===== src/rtl/sram_ctrl_pkg.sv =====
// Shared types and macro constants for the SRAM request controller and its response FIFO.
package sram_ctrl_pkg;

  localparam int SRAM_BANK_AW = 10;
  localparam int SRAM_DATA_W  = 32;

  typedef struct packed {
    logic [SRAM_DATA_W-1:0] rdata;
    logic                   err;
    logic                   write;
  } sram_rsp_t;

endpackage


===== src/rtl/sram_rsp_fifo.sv =====
// Synchronous response FIFO of sram_rsp_t; head entry is presented combinationally on pop_data.
module sram_rsp_fifo
  import sram_ctrl_pkg::*;
#(
  parameter int DEPTH = 3,
  parameter int OCC_W = $clog2(DEPTH + 1)
) (
  input  logic             clk,
  input  logic             rst,
  input  logic             push,
  input  sram_rsp_t        push_data,
  input  logic             pop,
  output sram_rsp_t        pop_data,
  output logic             full,
  output logic             empty,
  output logic [OCC_W-1:0] occ
);

  localparam int PTR_W = (DEPTH > 1) ? $clog2(DEPTH) : 1;

  sram_rsp_t        mem [DEPTH];
  logic [PTR_W-1:0] wr_ptr;
  logic [PTR_W-1:0] rd_ptr;
  logic             do_pop;

  function automatic logic [PTR_W-1:0] ptr_next(input logic [PTR_W-1:0] p);
    return (p == PTR_W'(DEPTH - 1)) ? '0 : p + 1'b1;
  endfunction

  assign empty    = (occ == '0);
  assign full     = (occ == OCC_W'(DEPTH));
  assign do_pop   = pop && !empty;
  assign pop_data = mem[rd_ptr];

  always_ff @(posedge clk) begin
    if (rst) begin
      wr_ptr <= '0;
      rd_ptr <= '0;
      occ    <= '0;
    end else begin
      if (push)   wr_ptr <= ptr_next(wr_ptr);
      if (do_pop) rd_ptr <= ptr_next(rd_ptr);
      case ({push, do_pop})
        2'b10:   occ <= occ + 1'b1;
        2'b01:   occ <= occ - 1'b1;
        default: occ <= occ;
      endcase
    end
  end

  // NOTE: storage is deliberately not reset; occ and the pointers alone decide what is valid.
  always_ff @(posedge clk) begin
    if (push) mem[wr_ptr] <= push_data;
  end

endmodule


===== src/rtl/sram_req_ctrl.sv =====
// Valid/ready front-end for NUM_BANKS 1024x32 SRAM macros with in-order response FIFO.
// Define SRAM_REQ_CTRL_WRITE_ACK_EN to return a write-ack response (RSP_WRITE=1) per accepted write.
module sram_req_ctrl
  import sram_ctrl_pkg::*;
#(
  parameter int NUM_BANKS = 2,
  parameter int BANK_AW   = SRAM_BANK_AW,
  parameter int DATA_W    = SRAM_DATA_W,
  parameter int ADDR_W    = BANK_AW + ((NUM_BANKS > 1) ? $clog2(NUM_BANKS) : 1),
  parameter int RSP_DEPTH = 3
) (
  input  logic                        CLK,
  input  logic                        RST,
  input  logic                        REQ_VALID,
  output logic                        REQ_READY,
  input  logic                        REQ_WE,
  input  logic [ADDR_W-1:0]           REQ_ADDR,
  input  logic [DATA_W-1:0]           REQ_BM,
  input  logic [DATA_W-1:0]           REQ_WDATA,
  output logic                        RSP_VALID,
  input  logic                        RSP_READY,
  output logic [DATA_W-1:0]           RSP_RDATA,
  output logic                        RSP_ERR,
  output logic                        RSP_WRITE,
  output logic [BANK_AW-1:0]          MEM_ADDR,
  output logic [DATA_W-1:0]           MEM_DIN,
  output logic [DATA_W-1:0]           MEM_BM,
  output logic                        MEM_WEN,
  output logic                        MEM_REN,
  output logic [NUM_BANKS-1:0]        MEM_MEN,
  input  logic [NUM_BANKS*DATA_W-1:0] MEM_DOUT
);

  localparam int BANK_SW = ADDR_W - BANK_AW;
  localparam int OCC_W   = $clog2(RSP_DEPTH + 1);
  localparam logic [BANK_SW:0] NUM_BANKS_V = NUM_BANKS[BANK_SW:0];
  localparam logic [OCC_W:0]   DEPTH_V     = RSP_DEPTH[OCC_W:0];

  logic [BANK_SW-1:0] bank;
  logic [BANK_SW-1:0] pend_bank;
  logic               in_range;
  logic               accept;
  logic               rsp_accept;
  logic               inflight;
  logic               pend_err;
  logic               pend_write;
  logic [DATA_W-1:0]  bank_dout;
  logic [OCC_W-1:0]   occ;
  logic               fifo_full;
  logic               fifo_empty;
  logic               pop;
  sram_rsp_t          push_rsp;
  sram_rsp_t          head;

  assign bank     = REQ_ADDR[ADDR_W-1:BANK_AW];
  assign in_range = ({1'b0, bank} < NUM_BANKS_V);

  // Slot accounting uses registered state only, so a same-cycle pop never opens a slot.
  assign REQ_READY = !RST && (({1'b0, occ} + {{OCC_W{1'b0}}, inflight}) < DEPTH_V);
  assign accept    = REQ_VALID && REQ_READY;

  assign MEM_ADDR = REQ_ADDR[BANK_AW-1:0];
  assign MEM_DIN  = REQ_WDATA;
  assign MEM_BM   = REQ_BM;
  assign MEM_WEN  = accept && REQ_WE;
  assign MEM_REN  = accept && !REQ_WE;

  // NOTE: every always_comb output gets a default before the loop so no latch is inferred.
  always_comb begin
    MEM_MEN = '0;
    for (int b = 0; b < NUM_BANKS; b++) begin
      MEM_MEN[b] = accept && (bank == BANK_SW'(b));
    end
  end

`ifdef SRAM_REQ_CTRL_WRITE_ACK_EN
  assign rsp_accept = accept;

  always_ff @(posedge CLK) begin
    if (RST)             pend_write <= 1'b0;
    else if (rsp_accept) pend_write <= REQ_WE;
  end
`else
  assign rsp_accept = accept && !REQ_WE;
  assign pend_write = 1'b0;
`endif

  // NOTE: clocked state uses non-blocking assignments so every flop samples pre-edge values.
  always_ff @(posedge CLK) begin
    if (RST) begin
      inflight  <= 1'b0;
      pend_bank <= '0;
      pend_err  <= 1'b0;
    end else begin
      inflight <= rsp_accept;
      if (rsp_accept) begin
        pend_bank <= bank;
        pend_err  <= !in_range;
      end
    end
  end

  // Macro output is valid the cycle after the strobe; capture the addressed bank's slice.
  always_comb begin
    bank_dout = '0;
    for (int b = 0; b < NUM_BANKS; b++) begin
      if (pend_bank == BANK_SW'(b)) bank_dout = MEM_DOUT[b*DATA_W +: DATA_W];
    end
  end

  always_comb begin
    push_rsp.rdata = (pend_err || pend_write) ? '0 : bank_dout;
    push_rsp.err   = pend_err;
    push_rsp.write = pend_write;
  end

  sram_rsp_fifo #(
    .DEPTH (RSP_DEPTH),
    .OCC_W (OCC_W)
  ) u_rsp_fifo (
    .clk       (CLK),
    .rst       (RST),
    .push      (inflight),
    .push_data (push_rsp),
    .pop       (pop),
    .pop_data  (head),
    .full      (fifo_full),
    .empty     (fifo_empty),
    .occ       (occ)
  );

  assign RSP_VALID = !RST && !fifo_empty;
  assign pop       = RSP_VALID && RSP_READY;
  assign RSP_RDATA = RSP_VALID ? head.rdata : '0;
  assign RSP_ERR   = RSP_VALID && head.err;
  // The write field is constant 0 unless write acks are enabled.
  assign RSP_WRITE = RSP_VALID && head.write;

  // Admission control reserves a slot for every in-flight response.
  a_no_overflow : assert property (@(posedge CLK) disable iff (RST) inflight |-> (!fifo_full || pop));

endmodule


===== config.mk =====
export PLATFORM = sky130hd
export DESIGN_NAME = sram_req_ctrl
export DESIGN_NICKNAME = d
export VERILOG_FILES = /design/src/rtl/sram_ctrl_pkg.sv /design/src/rtl/sram_rsp_fifo.sv /design/src/rtl/sram_req_ctrl.sv
export SDC_FILE = /design/constraint.sdc
export NUM_CORES = 1
export LEC_CHECK = 0
export CORE_ASPECT_RATIO = 2
export CORE_UTILIZATION = 37
export CTS_CLUSTER_SIZE = 20
export DETAILED_ROUTE_END_ITERATION = 10
export GPL_ROUTABILITY_DRIVEN = 0
export PLACE_DENSITY = 0.87
export SLEW_MARGIN = 10
export SYNTH_ARGS = -nofsm -noshare
export SYNTH_HDL_FRONTEND = slang
export SYNTH_SLANG_ARGS = --single-unit

===== constraint.sdc =====
create_clock -name CLK -period 3.1 [get_ports CLK]
set_clock_uncertainty 0.05 [all_clocks]
set_input_delay 0.62 -clock CLK [delete_from_list [all_inputs] [get_ports CLK]]
set_output_delay 0.62 -clock CLK [all_outputs]
set_load 0.005 [all_outputs]

==> qor.csv <==
metric;value;unit
status;finished clean;
most frequent cells in the layout;clkdlybuf4s50_1, edfxtp_1, mux2_1, nor2_1, mux2i_1;
ys async rst share;0;%
total track usage;17.40;%
largest net degree at the start of global routing;34;
Mean Syn Cell Area;14.33;um2
finished layout cell area;0.006230;mm2
final wirelength;12390;um
RSZ-0062 raised after global routing;no;
nets;541;
Via density;4.795;
CTS tree;built;
worst r2r src;u_rsp_fifo.occ[0]$_SDFFE_PP0P_;
CP Launch Type;input pin;
Leak;2.036;nW
# Max-Cap Violations;0;
minimum clock period;3.037;ns
synth warn;0;
fin. max-slew vios;0;
Worst Hold End;u_rsp_fifo.rd_ptr[0]$_SDFFE_PP0N_;
Final Cycle Share;97.97;%
dominant synthesized flop cell;edfxtp_1;
HP Class;flop to flop;
final hold violations;0;
fraction of layout cells with a size suffix above 1;10.03;%
Cell variety after synth;32;
worst r2r path cells;6;
total power;3.118;mW
grt ovf;0;
total number of vias;2805;
I/O pin cnt;258;
number of synthesized flops with an enable pin;96;
PortBufs;107;
clock slew at reported path FFs;0.07;ns
hold depth;1;
Die Ht;169.4;um
die area;0.01452;mm2
DRT Pass-1 Iters;4;
fmax;329.3;MHz
Seq cells post-synth;106;
mapped cell area;0.005186;mm2
Clk Latency, worst-skew pair;0.35;ns
DR WL/cell;21.18;um
hold_sp;u_rsp_fifo.rd_ptr[0]$_SDFFE_PP0N_;
CTS Buf Count;9;
Worst R2R Setup Slack;0.78;ns
1st-iter DRT viols;113;
area of the multi-input gates;0.001454;mm2
Peak VDD IR;0.3929;mV
vias in the first global route;3063;
PD cells;500.5;mW/mm2
Fillers;1166;
CP Capture Type;primary output;
Setup violations, final;0;
DRC;0;
Setup CP Type;input pin to primary output;
post-placement cell area;0.005909;mm2
Worst Path Required;2.43;ns
CTS sink count;106;
commonest non-fill, non-tap cell in the layout;clkdlybuf4s50_1;
CP max FO;33;
first-pass GRT wire length;17660;um
Worst-Margin Slew;1.011;ns
Post-DP HPWL;9336;um
total number of H-tree levels;3;
Rel. slew slack;32.47;%
register area;0.003088;mm2
# rows;60;
n_diodes;0;
Initial Util;38.17;%
register area share after synthesis;59.45;%
ANT nets after route;0;
Syn Inst Count;362;
initial antenna violation count;0;
core area;0.01359;mm2
Worst R2R End;u_rsp_fifo.occ[1]$_SDFFE_PP0P_;
CP Data Arrival Time;2.37;ns
final setup TNS;0;ns
Die Wd;85.72;um
CTS root buf;clkbuf_16;
clock buffer depth;2;
P&R area growth vs syn;20.12;%
[Yosys cell counts, types with 2 or more instances]
library cell  number  area share, %
a21oi_1            3           0.29
a22o_1             2           0.34
and3_1             2           0.24
buf_2             11            1.1
buf_4             76             11
buf_6              3           0.65
dfxtp_1           10            3.9
edfxtp_1          96             56
ha_1               3           0.72
inv_1              3           0.22
mux2_1            62             13
mux2_2             2           0.43
mux2i_1           32            6.2
nand2_1            2           0.14
nor2_1            37            2.7
nor2b_1            2           0.24
[flip-flops by register name (all words and copies together), names as in the netlist, named ones only]
register,flops
inflight,1
pend_bank,1
u_rsp_fifo.mem,96
u_rsp_fifo.occ,2
u_rsp_fifo.rd_ptr,2
u_rsp_fifo.wr_ptr,2
[report_power, final]
part | switching [mW] | internal [mW]
Sequential | 0.0276 | 1.60
Clock | 0.502 | 0.656
Combinational | 0.135 | 0.202
[worst max-delay path: stages]
cell             delay [ns]
clkdlybuf4s50_1        0.48
o21bai_4               0.43
nor2_2                 0.28
clkdlybuf4s50_1        0.53
[how the worst max path moves through the flow]
stage / cells past startpoint / end / slack, ns / start
4_1_cts: 4 / RSP_RDATA[16] / 0.002 / RST
2_1_floorplan: 2 / u_rsp_fifo.mem[2][0]$_DFFE_PP_ / 0.85 / inflight$_SDFF_PP0_
3_3_place_gp: 4 / RSP_RDATA[5] / 0.05 / RST
6_report: 4 / RSP_RDATA[5] / 0.06 / RST
5_1_grt: 4 / RSP_RDATA[18] / 0.01 / RST
3_5_place_dp: 4 / RSP_RDATA[5] / 0.002 / RST
[final cells by class]
class	count	area share, %
sequential	106	49.57
tap	186	3.736
clock buffer	10	3.836
inverter	4	0.2812
multi-input combinational	162	23.34
timing repair buffer	111	18.08
clock inverter	6	1.165
[cells by family after synthesis]
kind of cell	count (synthesis)	share of synthesized area (%)
buffers and inverters	95	13.12
xor gates and xnor gates	2	0.3378
and+or+nand+nor	49	4.270
DFF	106	59.44
other	1	0.07231
muxes	97	20.36
AOI/OAI and AO/OA	9	1.665
adders and majority gates	3	0.7238
[through the flow]
stage / setup slack, ns / instances / hold slack [ns] / util, %
floorplan: 0.8504 / 363 / 0.4319 / -
global placement: 0.04782 / 569 / 0.4493 / 43.49
detailed placement: 0.001666 / 569 / 0.4657 / 43.49
CTS: 0.002239 / 585 / 0.4969 / 45.80
global route: 0.01328 / 585 / 0.5200 / 45.85
finish: 0.06304 / 585 / 0.4984 / 45.85
[metal layers]
layer | vias up | GRT usage [%] | part of all wire, %
li1 | 1280 | - | -
met3 | 83 | 7.101 | 11
met2 | 104 | 29.63 | 52
met1 | 1338 | 13.96 | 27
met4 | 0 | 18.55 | 9.4
met5 | - | 0 | 0
[what timing repair did]
item / in CTS / in global routing
gates resized for setup: 1 / 3
pin swaps: 0 / 1
endpoints found under the setup margin: 1 / 6
buffers inserted: 0 / 0
hold buffers: 0 / 0
No activity file was read; power rests on OpenSTA's default activity.
